**src/rtl/id_ex_hazard_reg.sv**
```systemverilog
// ID/EX pipeline register with load-use hazard detection.
// Bubbles on flush or load-use, freezes on hold, counts load-use bubbles.
module id_ex_hazard_reg #(
  parameter int XLEN  = 32,
  parameter int CNT_W = 32
) (
  input  logic            i_clk,
  input  logic            i_rst_n,
  input  logic            i_id_valid,
  input  logic [XLEN-1:0] i_id_pc,
  input  logic [4:0]      i_id_rs1,
  input  logic [4:0]      i_id_rs2,
  input  logic            i_id_rs1_used,
  input  logic            i_id_rs2_used,
  input  logic [4:0]      i_id_rd,
  input  logic [XLEN-1:0] i_id_rs1_data,
  input  logic [XLEN-1:0] i_id_rs2_data,
  input  logic [XLEN-1:0] i_id_imm,
  input  logic [3:0]      i_id_alu_op,
  input  logic            i_id_regwrite,
  input  logic            i_id_memread,
  input  logic            i_id_memwrite,
  input  logic [1:0]      i_id_wb_sel,
  input  logic            i_flush,
  input  logic            i_hold,
  output logic            o_stall_fd,
  output logic            o_idex_valid,
  output logic [XLEN-1:0] o_idex_pc,
  output logic [4:0]      o_idex_rs1,
  output logic [4:0]      o_idex_rs2,
  output logic [4:0]      o_idex_rd,
  output logic [XLEN-1:0] o_idex_rs1_data,
  output logic [XLEN-1:0] o_idex_rs2_data,
  output logic [XLEN-1:0] o_idex_imm,
  output logic [3:0]      o_idex_alu_op,
  output logic            o_idex_regwrite,
  output logic            o_idex_memread,
  output logic            o_idex_memwrite,
  output logic [1:0]      o_idex_wb_sel,
  output logic [CNT_W-1:0] o_lu_stall_cnt
);

  typedef struct packed {
    logic            valid;
    logic [XLEN-1:0] pc;
    logic [4:0]      rs1;
    logic [4:0]      rs2;
    logic [4:0]      rd;
    logic [XLEN-1:0] rs1_data;
    logic [XLEN-1:0] rs2_data;
    logic [XLEN-1:0] imm;
    logic [3:0]      alu_op;
    logic            regwrite;
    logic            memread;
    logic            memwrite;
    logic [1:0]      wb_sel;
  } id_ex_t;

  id_ex_t          idex_q;
  id_ex_t          idex_d;
  id_ex_t          id_in;
  logic [CNT_W-1:0] cnt_q;
  logic            rs1_hit;
  logic            rs2_hit;
  logic            lu;
  logic            lu_take;

  // Pack ID fields; an invalid slot must never write state downstream
  always_comb begin
    id_in          = '0;
    id_in.valid    = i_id_valid;
    id_in.pc       = i_id_pc;
    id_in.rs1      = i_id_rs1;
    id_in.rs2      = i_id_rs2;
    id_in.rd       = i_id_rd;
    id_in.rs1_data = i_id_rs1_data;
    id_in.rs2_data = i_id_rs2_data;
    id_in.imm      = i_id_imm;
    id_in.alu_op   = i_id_alu_op;
    id_in.regwrite = i_id_regwrite & i_id_valid;
    id_in.memread  = i_id_memread  & i_id_valid;
    id_in.memwrite = i_id_memwrite & i_id_valid;
    id_in.wb_sel   = i_id_wb_sel;
  end

  // Load in EX whose rd is read by the instruction in ID
  always_comb begin
    rs1_hit = i_id_rs1_used & (i_id_rs1 == idex_q.rd);
    rs2_hit = i_id_rs2_used & (i_id_rs2 == idex_q.rd);
    lu      = idex_q.valid & idex_q.memread
            & (idex_q.rd != 5'd0) & i_id_valid
            & (rs1_hit | rs2_hit);
    lu_take = lu & ~i_flush & ~i_hold;
  end

  assign o_stall_fd = ~i_flush & (i_hold | lu);

  // Next-state selection: flush, hold, load-use bubble, then advance
  always_comb begin
    idex_d = id_in;
    if (i_flush)
      idex_d = '0;
    else if (i_hold)
      idex_d = idex_q;
    else if (lu)
      idex_d = '0;
  end

  // Pipeline register and load-use bubble counter
  always_ff @(posedge i_clk) begin
    if (!i_rst_n) begin
      idex_q <= '0;
      cnt_q  <= '0;
    end else begin
      idex_q <= idex_d;
      if (lu_take)
        cnt_q <= cnt_q + 1'b1;
    end
  end

  assign o_idex_valid    = idex_q.valid;
  assign o_idex_pc       = idex_q.pc;
  assign o_idex_rs1      = idex_q.rs1;
  assign o_idex_rs2      = idex_q.rs2;
  assign o_idex_rd       = idex_q.rd;
  assign o_idex_rs1_data = idex_q.rs1_data;
  assign o_idex_rs2_data = idex_q.rs2_data;
  assign o_idex_imm      = idex_q.imm;
  assign o_idex_alu_op   = idex_q.alu_op;
  assign o_idex_regwrite = idex_q.regwrite;
  assign o_idex_memread  = idex_q.memread;
  assign o_idex_memwrite = idex_q.memwrite;
  assign o_idex_wb_sel   = idex_q.wb_sel;
  assign o_lu_stall_cnt  = cnt_q;

endmodule

```
**config.mk**
```make
export PLATFORM = sky130hd
export DESIGN_NAME = id_ex_hazard_reg
export DESIGN_NICKNAME = d
export VERILOG_FILES = /design/src/rtl/id_ex_hazard_reg.sv
export SDC_FILE = /design/constraint.sdc
export NUM_CORES = 1
export LEC_CHECK = 0
export ABC_AREA = 1
export CAP_MARGIN = 25
export CORE_ASPECT_RATIO = 0.75
export CORE_MARGIN = 2
export CORE_UTILIZATION = 40
export DETAILED_ROUTE_END_ITERATION = 10
export GPL_TIMING_DRIVEN = 0
export PLACE_DENSITY = 0.77
export SETUP_SLACK_MARGIN = 0.4
export SKIP_CTS_REPAIR_TIMING = 1
export SLEW_MARGIN = 25
export SYNTH_ARGS = -nofsm -noshare
export SYNTH_HDL_FRONTEND = slang
export SYNTH_SLANG_ARGS = --single-unit
```
**constraint.sdc**
```tcl
create_clock -name i_clk -period 3.8 [get_ports i_clk]
set_input_delay 0.57 -clock i_clk [delete_from_list [all_inputs] [get_ports i_clk]]
set_output_delay 0.57 -clock i_clk [all_outputs]
set_load 0.1 [all_outputs]
```
== Word level (Yosys, flattened, before mapping) ==
Cells that the tools add are included.

* Output and inout bits: 186
* Flip-flop bits (word level): 185
* Word-level logic and storage cells: 37
* Input port bits: 159

* Multiplexer cells: 1
* Bitwise operators: 17
* Reductions and logical operators: 2
* Equal/unequal tests: 2
* Add/subtract/negate cells: 1

{| class="wikitable"
|+ Operators by type and width
! kind !! count
|-
| 2-to-1 mux 153 bit || 1
|-
| adder 32 x 1 -> 32 bit (second input constant) || 1
|-
| bitwise AND 1 bit || 12
|-
| == test 5 bit || 2
|-
| nonzero test 5 bit || 1
|-
| NOT 1 bit || 3
|-
| bitwise OR 1 bit || 2
|-
| OR reduction 2 bit || 1
|}

== Logic depth before layout (Yosys ltp) ==
Gate-level depths: netlist (run 1).

* Depth in word-level cells: 6
* Depth in mapped cells: 11
* Mapped depth without buffers: 11

== Worst setup path before layout (run 1) ==
Ideal clock, no wire load.

* Path kind: reg-to-output
* Start: register idex_q (netlist bit o_idex_rd[2])
* End: output port o_stall_fd
* Buffers on the path: 1
* Arrival time: 3.263 ns
* Cell stages (with the launch flop): 10
* Path slack: -0.033 ns
* Data required time: 3.230 ns
* Cells stage by stage: dfxtp_1 > inv_2 > nand2_1 > nand2_1 > nor2_1 > nand3_2 > nand2_4 > nand2_4 > buf_2 > a21oi_1

* Word-level cells in the longest chain between the ends: 6
* Elaborated cells between the ends (all ways): 11
* Classes of those cells: 2 x eq/ne; 8 x bitwise; 1 x reduce/logical

{| class="wikitable"
|+ Ends and longest elaborated chain
! element !! line !! text
|-
| start: declaration || 59 || <nowiki>id_ex_t idex_q;</nowiki>
|-
| start signal: assignment || 115 || <nowiki>idex_q <= idex_d;</nowiki>
|-
| == test 5 bit (tied with other cells) || 88 || <nowiki>rs1_hit = i_id_rs1_used & (i_id_rs1 == idex_q.rd);</nowiki>
|-
| bitwise AND 1 bit, on equally long branches || 88, 89, 91 ||
|-
| bitwise OR 1 bit / bitwise AND 1 bit (equally long branches) || 92, 91 ||
|-
| bitwise AND 1 bit * || 92 || <nowiki>& (rs1_hit | rs2_hit);</nowiki>
|-
| bitwise OR 1 bit * || 96 || <nowiki>assign o_stall_fd = ~i_flush & (i_hold | lu);</nowiki>
|-
| bitwise AND 1 bit * || 96 ||
|-
| end: declaration || 26 || <nowiki>output logic o_stall_fd,</nowiki>
|}

Mark *: on every way between the ends. The rest lies on a longest branch, timed or not.

== Final worst setup path (run 1) ==
* Start: input port i_hold
* End: output port o_stall_fd

* Word-level cells in the longest chain between the ends: 2

{| class="wikitable"
|+ Ends and longest elaborated chain
! element !! line !! text
|-
| start: declaration || 25 || <nowiki>input logic i_hold,</nowiki>
|-
| bitwise OR 1 bit || 96 ||
|-
| bitwise AND 1 bit || 96 ||
|}

Every way passes these cells.

==> results.cfg, run 1 <==
[synth]
synth_most_common_cell = nand2_1
synthCells = 1070
yosys_warnings = 0
synthTopCellsByCount = nand2_1 (290), dfxtp_1 (185), a21oi_1 (158), nand3_1 (158), nor2_1 (56)
synth_ff_type = dfxtp_1
synth.avg_cell_area_sq_um = 7.361
synth_cell_type_count = 27
synth_nets = 1230
async_flop_share = 0
ys_ff_latch = 185
ys_top_cells_by_area = dfxtp_1 (47%), nand2_1 (14%), a21oi_1 (10%)
synth_area_sq_um = 7876
synth_top_area_frac = 0.4702
synth_top_area_cell = dfxtp_1
synth_seq_area_share = 0.4702
synth_edf_count = 0

[timing]
slew_viol_final = 0
worst_slew_pin_slew_ps = 1102
rsz0062_at_grt = no
fmax_mhz = 313.2
setup_viol = 0
skew_ps = 16.39
fin_crit_sh = 0.8404
setup_tns_ps = 0
fin_crit_ps = 3193
relSlewSlack = 0.2631
fin_ws_ps = 606.7
final-hold-violation-count = 0

[clocking]
htreeDepth = 4
clock_latency_ps = 430
numCtsBuffers = 17
root_buffer = clkbuf_16
cts_max_path_buffers = 2
cts.clk_slew.worst_paths_ps = 70
clock-sinks = 185
cts_tree = yes

[finish]
nNetsFinal = 1593
area_delta_synth_final_pct = 54.80
antenna_cells = 0
fill_cells = 1753
fin_area_sq_um = 12190
fin_util = 0.6310
drive_gt1_frac = 0.07884

[placed_design]
dp_hpwl_microns = 22090
dpl-instance-area_sq_um = 11630
place_congestion = 0.9361
dpl_worst_slack_ps = -168.2
port_buffers = 344

[setup_path]
cp-startpoint = i_hold
slowest_stage = buf_1
reg2reg_slack_ps = 1750
worstPathMaxFanout = 10
cp-endpoint = o_stall_fd
crit_path_end_kind = output pin
rr_worst_depth = 8
crit_chain = clkdlybuf4s50_1 > inv_1 > buf_2 > buf_2 > buf_1 > a21oi_2 > clkbuf_4
cpMostUsedCell = buf_2
slowest_delay_ps = 470
crit-reg2reg-launch = o_lu_stall_cnt[0]
arrival_ps = 2620
path_class = in -> out
regToRegEndpoint = o_lu_stall_cnt[24]
crit_path_start_kind = input pin
cp.required_ps = 3230

[detailed_routing]
vias_per_cell = 5.068
firstDrtPassIters = 5
drtIter0Drc = 563
wl_met2_microns = 13330
wl_microns = 28740
highest_layer = met5
wl_met1_microns = 12480
ant_nets = 0
num_vias = 8610
routed-wl-met3_microns = 2276
drcViolationCount = 0
wl_per_cell_microns = 16.92

[floorplanning]
ios = 345
die_h_microns = 125.5
die_area_sq_um = 20840
rows = 44
chipWidth_microns = 166.0
initial_utilization = 0.4076
core_region_area_sq_um = 19320

[global_route]
grt_overflow = 0
grt_usage = 0.2671
grt_max_degree = 19
grt_pass1_vias = 8224
antenna_found_initial = 2
grt_first_pass_wirelength_microns = 44000

[pwr]
power_density_nw_per_um2 = 379.1
p_leak_uw = 0.004389
peakVddDrop_uv = 259.7

[flow_run]
drv_cap = 0

[hold_path]
hold_path_class = reg -> reg

[outcome]
status = finished, final reports clean
-- worst min path at each step --
stage | from | endpoint | slack (ps) | cells past startpoint
global placement | o_idex_pc[2] | o_idex_pc[2] | 440 | 2
detailed placement | o_idex_pc[2] | o_idex_pc[2] | 450 | 2
CTS | o_idex_pc[2] | o_idex_pc[2] | 460 | 2
floorplan | i_id_pc[2] | o_idex_pc[2] | 730 | 2
finish | o_idex_pc[2] | o_idex_pc[2] | 460 | 2
global route | o_idex_rs1[2] | o_idex_rs1[2] | 480 | 2
-- critical path, delay by kind of cell --
kind | cells | cell delay, ps
buf+inv | 6 | 1940
compound gates | 1 | 110
-- cells in the final DEF (no fill, tap or decap), types with 10 or more instances in the layout --
cell | Yosys | final
nor2_1 | 56 | 56
buf_2 | 15 | 17
nand3_1 | 158 | 158
nand4_1 | 16 | 16
clkdlybuf4s50_1 | 0 | 341
nand2_2 | 20 | 20
nor3_1 | 11 | 11
buf_1 | 16 | 16
clkbuf_16 | 0 | 17
clkbuf_1 | 34 | 34
a21oi_2 | 20 | 21
dfxtp_1 | 185 | 185
a21oi_1 | 158 | 157
nand2_1 | 290 | 290
inv_1 | 38 | 38
xor2_1 | 10 | 10
-- routing by layer --
metal,up-vias,global-route usage
met1,4009,0.3323
met3,39,0.08769
met4,2,0.08389
met5,-,0
li1,4256,-
met2,304,0.4406
-- layout make-up --
| type | instances | area [sq um] | share of cell area |
|---|---|---|---|
| Tap cell | 253 | 316.6 | 0.02596 |
| Timing Repair Buffer | 344 | 3431 | 0.2814 |
| Inverter | 44 | 165.2 | 0.01355 |
| Sequential cell | 185 | 3704 | 0.3037 |
| Buffer | 74 | 345.3 | 0.02832 |
| Multi-Input combinational cell | 767 | 3666 | 0.3007 |
| Clock buffer | 18 | 439.2 | 0.03602 |
| Clock inverter | 14 | 126.4 | 0.01036 |
-- where the power goes --
group	internal, uW	switching, uW
registers	1990	28.1
logic	288	581
clock network	885	854
-- state kept, by name (all words and copies together) (netlist names), 2 cells and up --
| signal | cells |
|---|---|
| o_idex_imm | 32 |
| o_idex_pc | 32 |
| o_idex_rs1_data | 32 |
| o_idex_rs2_data | 32 |
| o_lu_stall_cnt | 32 |
| o_idex_rd | 5 |
| o_idex_rs1 | 5 |
| o_idex_rs2 | 5 |
| o_idex_alu_op | 4 |
| o_idex_wb_sel | 2 |
-- kinds of logic after synthesis --
kind of cell | share of synthesized area
and+or+nand+nor | 0.3223
AOI/OAI and AO/OA | 0.1277
DFF | 0.4702
buffers and inverters | 0.06481
xor gates and xnor gates | 0.01334
adders and majority gates | 0.001588
-- per-stage QoR --
step | power [uW] | hold WS [ps] | cells
after floorplan | 2592 | 730.2 | 1070
after global placement | 2920 | 442.6 | 1667
after detailed placement | 2926 | 452.7 | 1667
after CTS | 4647 | 463.1 | 1699
after global routing | 4774 | 476.3 | 1699
final | 4623 | 461.2 | 1699
(Power assumes the default switching activity.)
==> run 2, diff against run 1 <==
--- a/config.mk
+++ b/config.mk
@@ -9,10 +9,10 @@
 export CAP_MARGIN = 25
 export CORE_ASPECT_RATIO = 0.75
 export CORE_MARGIN = 2
-export CORE_UTILIZATION = 40
+export CORE_UTILIZATION = 38
 export DETAILED_ROUTE_END_ITERATION = 10
 export GPL_TIMING_DRIVEN = 0
-export PLACE_DENSITY = 0.77
+export PLACE_DENSITY = 0.76
 export SETUP_SLACK_MARGIN = 0.4
 export SKIP_CTS_REPAIR_TIMING = 1
 export SLEW_MARGIN = 25
==> constraint.sdc (replaced) <==
create_clock -name i_clk -period 2.6 [get_ports i_clk]
set_input_delay 0.39 -clock i_clk [delete_from_list [all_inputs] [get_ports i_clk]]
set_output_delay 0.39 -clock i_clk [all_outputs]
set_load 0.1 [all_outputs]
==> run 2 against run 1 <==
  * Combinational power is 46% higher
  * Design area grew 5.0%
  * Via count grew 0.99%
  * Power increased by 48%
  * Sequential share of layout area is 1.4 points lower
  * Core utilization is essentially flat
  * Critical path type unchanged
  * Largest power group unchanged
==> results.cfg, run 2 (synthesis results as in run 1) <==
[floorplanning]
chipWidth_microns = 170.2
die_area_sq_um = 21910
ios = 345
core_region_area_sq_um = 20270
rows = 45
die_h_microns = 128.7
initial_utilization = 0.3886

[global_route]
grt_overflow = 0
grt_usage = 0.2561
antenna_found_initial = 0
grt_max_degree = 21
grt_pass1_vias = 7978
grt_first_pass_wirelength_microns = 43730

[clocking]
numCtsBuffers = 17
root_buffer = clkbuf_16
clock_latency_ps = 440
cts_max_path_buffers = 2
cts.clk_slew.worst_paths_ps = 70
htreeDepth = 4
cts_tree = yes
clock-sinks = 185

[detailed_routing]
wl_per_cell_microns = 16.99
drcViolationCount = 0
vias_per_cell = 5.091
firstDrtPassIters = 5
wl_microns = 29030
ant_nets = 0
drtIter0Drc = 602
num_vias = 8695

[finish]
antenna_cells = 0
layout.cells.non_filler = 1708
area_delta_synth_final_pct = 62.51
fin_util = 0.6315
drive_gt1_frac = 0.08897
nNetsFinal = 1597
layout_commonest_cell = nand2_1
layout_common_cells = nand2_1 (289), dlymetal6s2s_1 (187), dfxtp_1 (176)
fill_cells = 1785

[setup_path]
worstPathMaxFanout = 10
crit_path_start_kind = input pin
path_class = in -> out
cp.required_ps = 2210
crit_path_end_kind = output pin
arrival_ps = 2080

[timing]
relSlewSlack = 0.2872
final-hold-violation-count = 0
setup_viol = 0
setup_tns_ps = 0
fin_crit_sh = 0.9515
fin_ws_ps = 126.1
fmax_mhz = 404.2
rsz0062_at_grt = yes
fin_crit_ps = 2474
worst_slew_pin_slew_ps = 1067
skew_ps = 17.82
slew_viol_final = 0

[hold_path]
hold_path_class = in -> reg

[placed_design]
place_congestion = 0.9215
dp_hpwl_microns = 21470
port_buffers = 344
dpl_worst_slack_ps = -1000
dp.cells = 1672

[pwr]
total_power_uw = 6844
p_leak_uw = 0.007719
power_density_nw_per_um2 = 534.7
peakVddDrop_uv = 494.7

[flow_run]
drv_cap = 0

[outcome]
status = finished, final reports clean
==> run 2: path summary, 6_finish.rpt <==
check	depth (start not counted)	endpoint	slack, ps	startpoint
max	7	o_stall_fd	130	i_hold
min	3	o_idex_rs1[2]	320	i_id_rs1[2]
max reg2reg	12	o_lu_stall_cnt[8]	620	o_idex_rd[3]
min reg2reg	2	o_idex_imm[7]	460	o_idex_imm[7]
==> run 2: final cells by class <==
class                           instances  area, sq um  share of cell area
Clock buffer                           17        425.4             0.03324
Sequential cell                       185         3715              0.2902
Multi-Input combinational cell        767         3685              0.2879
Inverter                               44        165.2             0.01290
Tap cell                              258        322.8             0.02522
Buffer                                 74        360.3             0.02815
Clock inverter                         15        175.2             0.01369
Timing Repair Buffer                  348         3951              0.3087
==> run 2: report_power, final <==
part           total, uW  internal (uW)  switching [uW]  leakage (uW)
Clock               2630           1300            1320      0.000292
Sequential          2940           2910            38.7       0.00151
Combinational       1270            422             851       0.00592
Total               6840           4630            2220       0.00772
==> run 2: metal layers <==
metal / track usage / routed length, microns / part of all wire / up-vias
li1: - / - / - / 4280
met1: 0.3375 / 12610 / 0.43 / 4051
met2: 0.3981 / 13190 / 0.45 / 318
met3: 0.08305 / 2460 / 0.085 / 46
met4: 0.08597 / 769 / 0.026 / 0
met5: 0 / 0 / 0 / -
==> run 2: critical path: stages <==
cell,delay [ps]
clkdlybuf4s50_1,520
inv_1,80
clkbuf_4,230
clkbuf_4,240
buf_2,220
a21oi_4,190
buf_12,190
==> run 2: through the flow <==
step / cell area (sq um) / hold slack [ps]
after global routing: 12800 / 312.0
after global placement: 11660 / 445.8
after detailed placement: 11660 / 451.8
after CTS: 12270 / 465.4
after floorplan: 7899 / 542.7
final: 12800 / 323.0
==> patch (settings of run 2) <==
Change the parameter `XLEN` from 32 to 48.
--- a/src/rtl/id_ex_hazard_reg.sv
+++ b/src/rtl/id_ex_hazard_reg.sv
@@ -1,7 +1,7 @@
 // ID/EX pipeline register with load-use hazard detection.
 // Bubbles on flush or load-use, freezes on hold, counts load-use bubbles.
 module id_ex_hazard_reg #(
-  parameter int XLEN  = 32,
+  parameter int XLEN  = 48,
   parameter int CNT_W = 32
 ) (
   input  logic            i_clk,
Ports: changed (8 resized); port bits go from 345 to 473. The function was not compared with the original's and may differ.
==> patch against run 2 <==
  * Critical path depth down 1
  * Worst hold slack worse by 0.13 ns
  * Clock skew down 0.010 ns
  * Routed wire length up 42%
  * Sequential cell count up 64
  * Final area up 35%
  * Non-clock buffer count up 162
  * Area after synthesis up 34%
  * Setup slack worse by 0.020 ns
  * Power up 42%
  * Combinational power up 45%
  * Sequential power up 35%
  * Die area up 33%
==> patch: results (changes against run 2) <==
top sig layer=met5; Worst Max-Slew Pin Slew=1.12 ns (+0.0525 ns); Starting Density=38.9% (about the same); HPWL after DPL=30600 µm (+42%); CLK BUF=42 (+25); met2 WL=19600 µm (+49%); antenna violations before repair=3 (+3); gp weighted congestion=0.907 (-1.6%); vias after detailed routing=11.4k (+31%); Syn Nets=1580 (+28%); CTS Buffer Depth=3 (+1); layout cells sized above 1=12.9% (+4.0 points); switching part of the total=29.2% (-3.2 points); Synth area leaders=dfxtp_1 (47%), nand2_1 (13%), a21oi_1 (11%), nand3_2 (9.8%), nand3_1 (5.9%); Clock Latency Late Sink=0.54 ns (+0.10 ns); met2 Track Usage GR=44.1% (+4.3 points); Placed Instances=2180 (+30%); WP data arrival=2.10 ns (+0.02 ns); ANT cells=3 (+3); post-synthesis sequential area ratio=47.2% (+0.14 points); status=complete, no violations; Worst VDD drop=464 µV (-6.3%); clk cell area share=5.17% (+0.47 points); sequential share of cell area=29.0% (about the same); H-Tree Depth=1 (-3); Yosys reg bits=249 (+35%)
[patch: cells by family after synthesis]
kind of cell	count (synthesis)	share of synthesized area (%)
and+or+nand+nor	697	33.4
AOI/OAI and AO/OA	250	11.8
DFF	249	47.2
buffers and inverters	147	6.49
xor gates and xnor gates	12	0.994
adders and majority gates	1	0.118
[patch: path summary, 6_finish.rpt]
check	endpoint	slack [ns]	cells past startpoint
max	o_stall_fd	0.11	6
min	o_idex_rs2[3]	0.19	3
max reg2reg	o_lu_stall_cnt[22]	0.58	8
min reg2reg	o_idex_rs2_data[1]	0.46	2
[patch: power groups by stage]
stage | sequential, W | combinational (W) | clock (W)
floorplan | 0.00480 | 0.000368 | 0
global placement | 0.00405 | 0.00182 | 0
detailed placement | 0.00406 | 0.00183 | 0
CTS | 0.00397 | 0.00184 | 0.00397
global route | 0.00398 | 0.00191 | 0.00412
finish | 0.00397 | 0.00184 | 0.00389
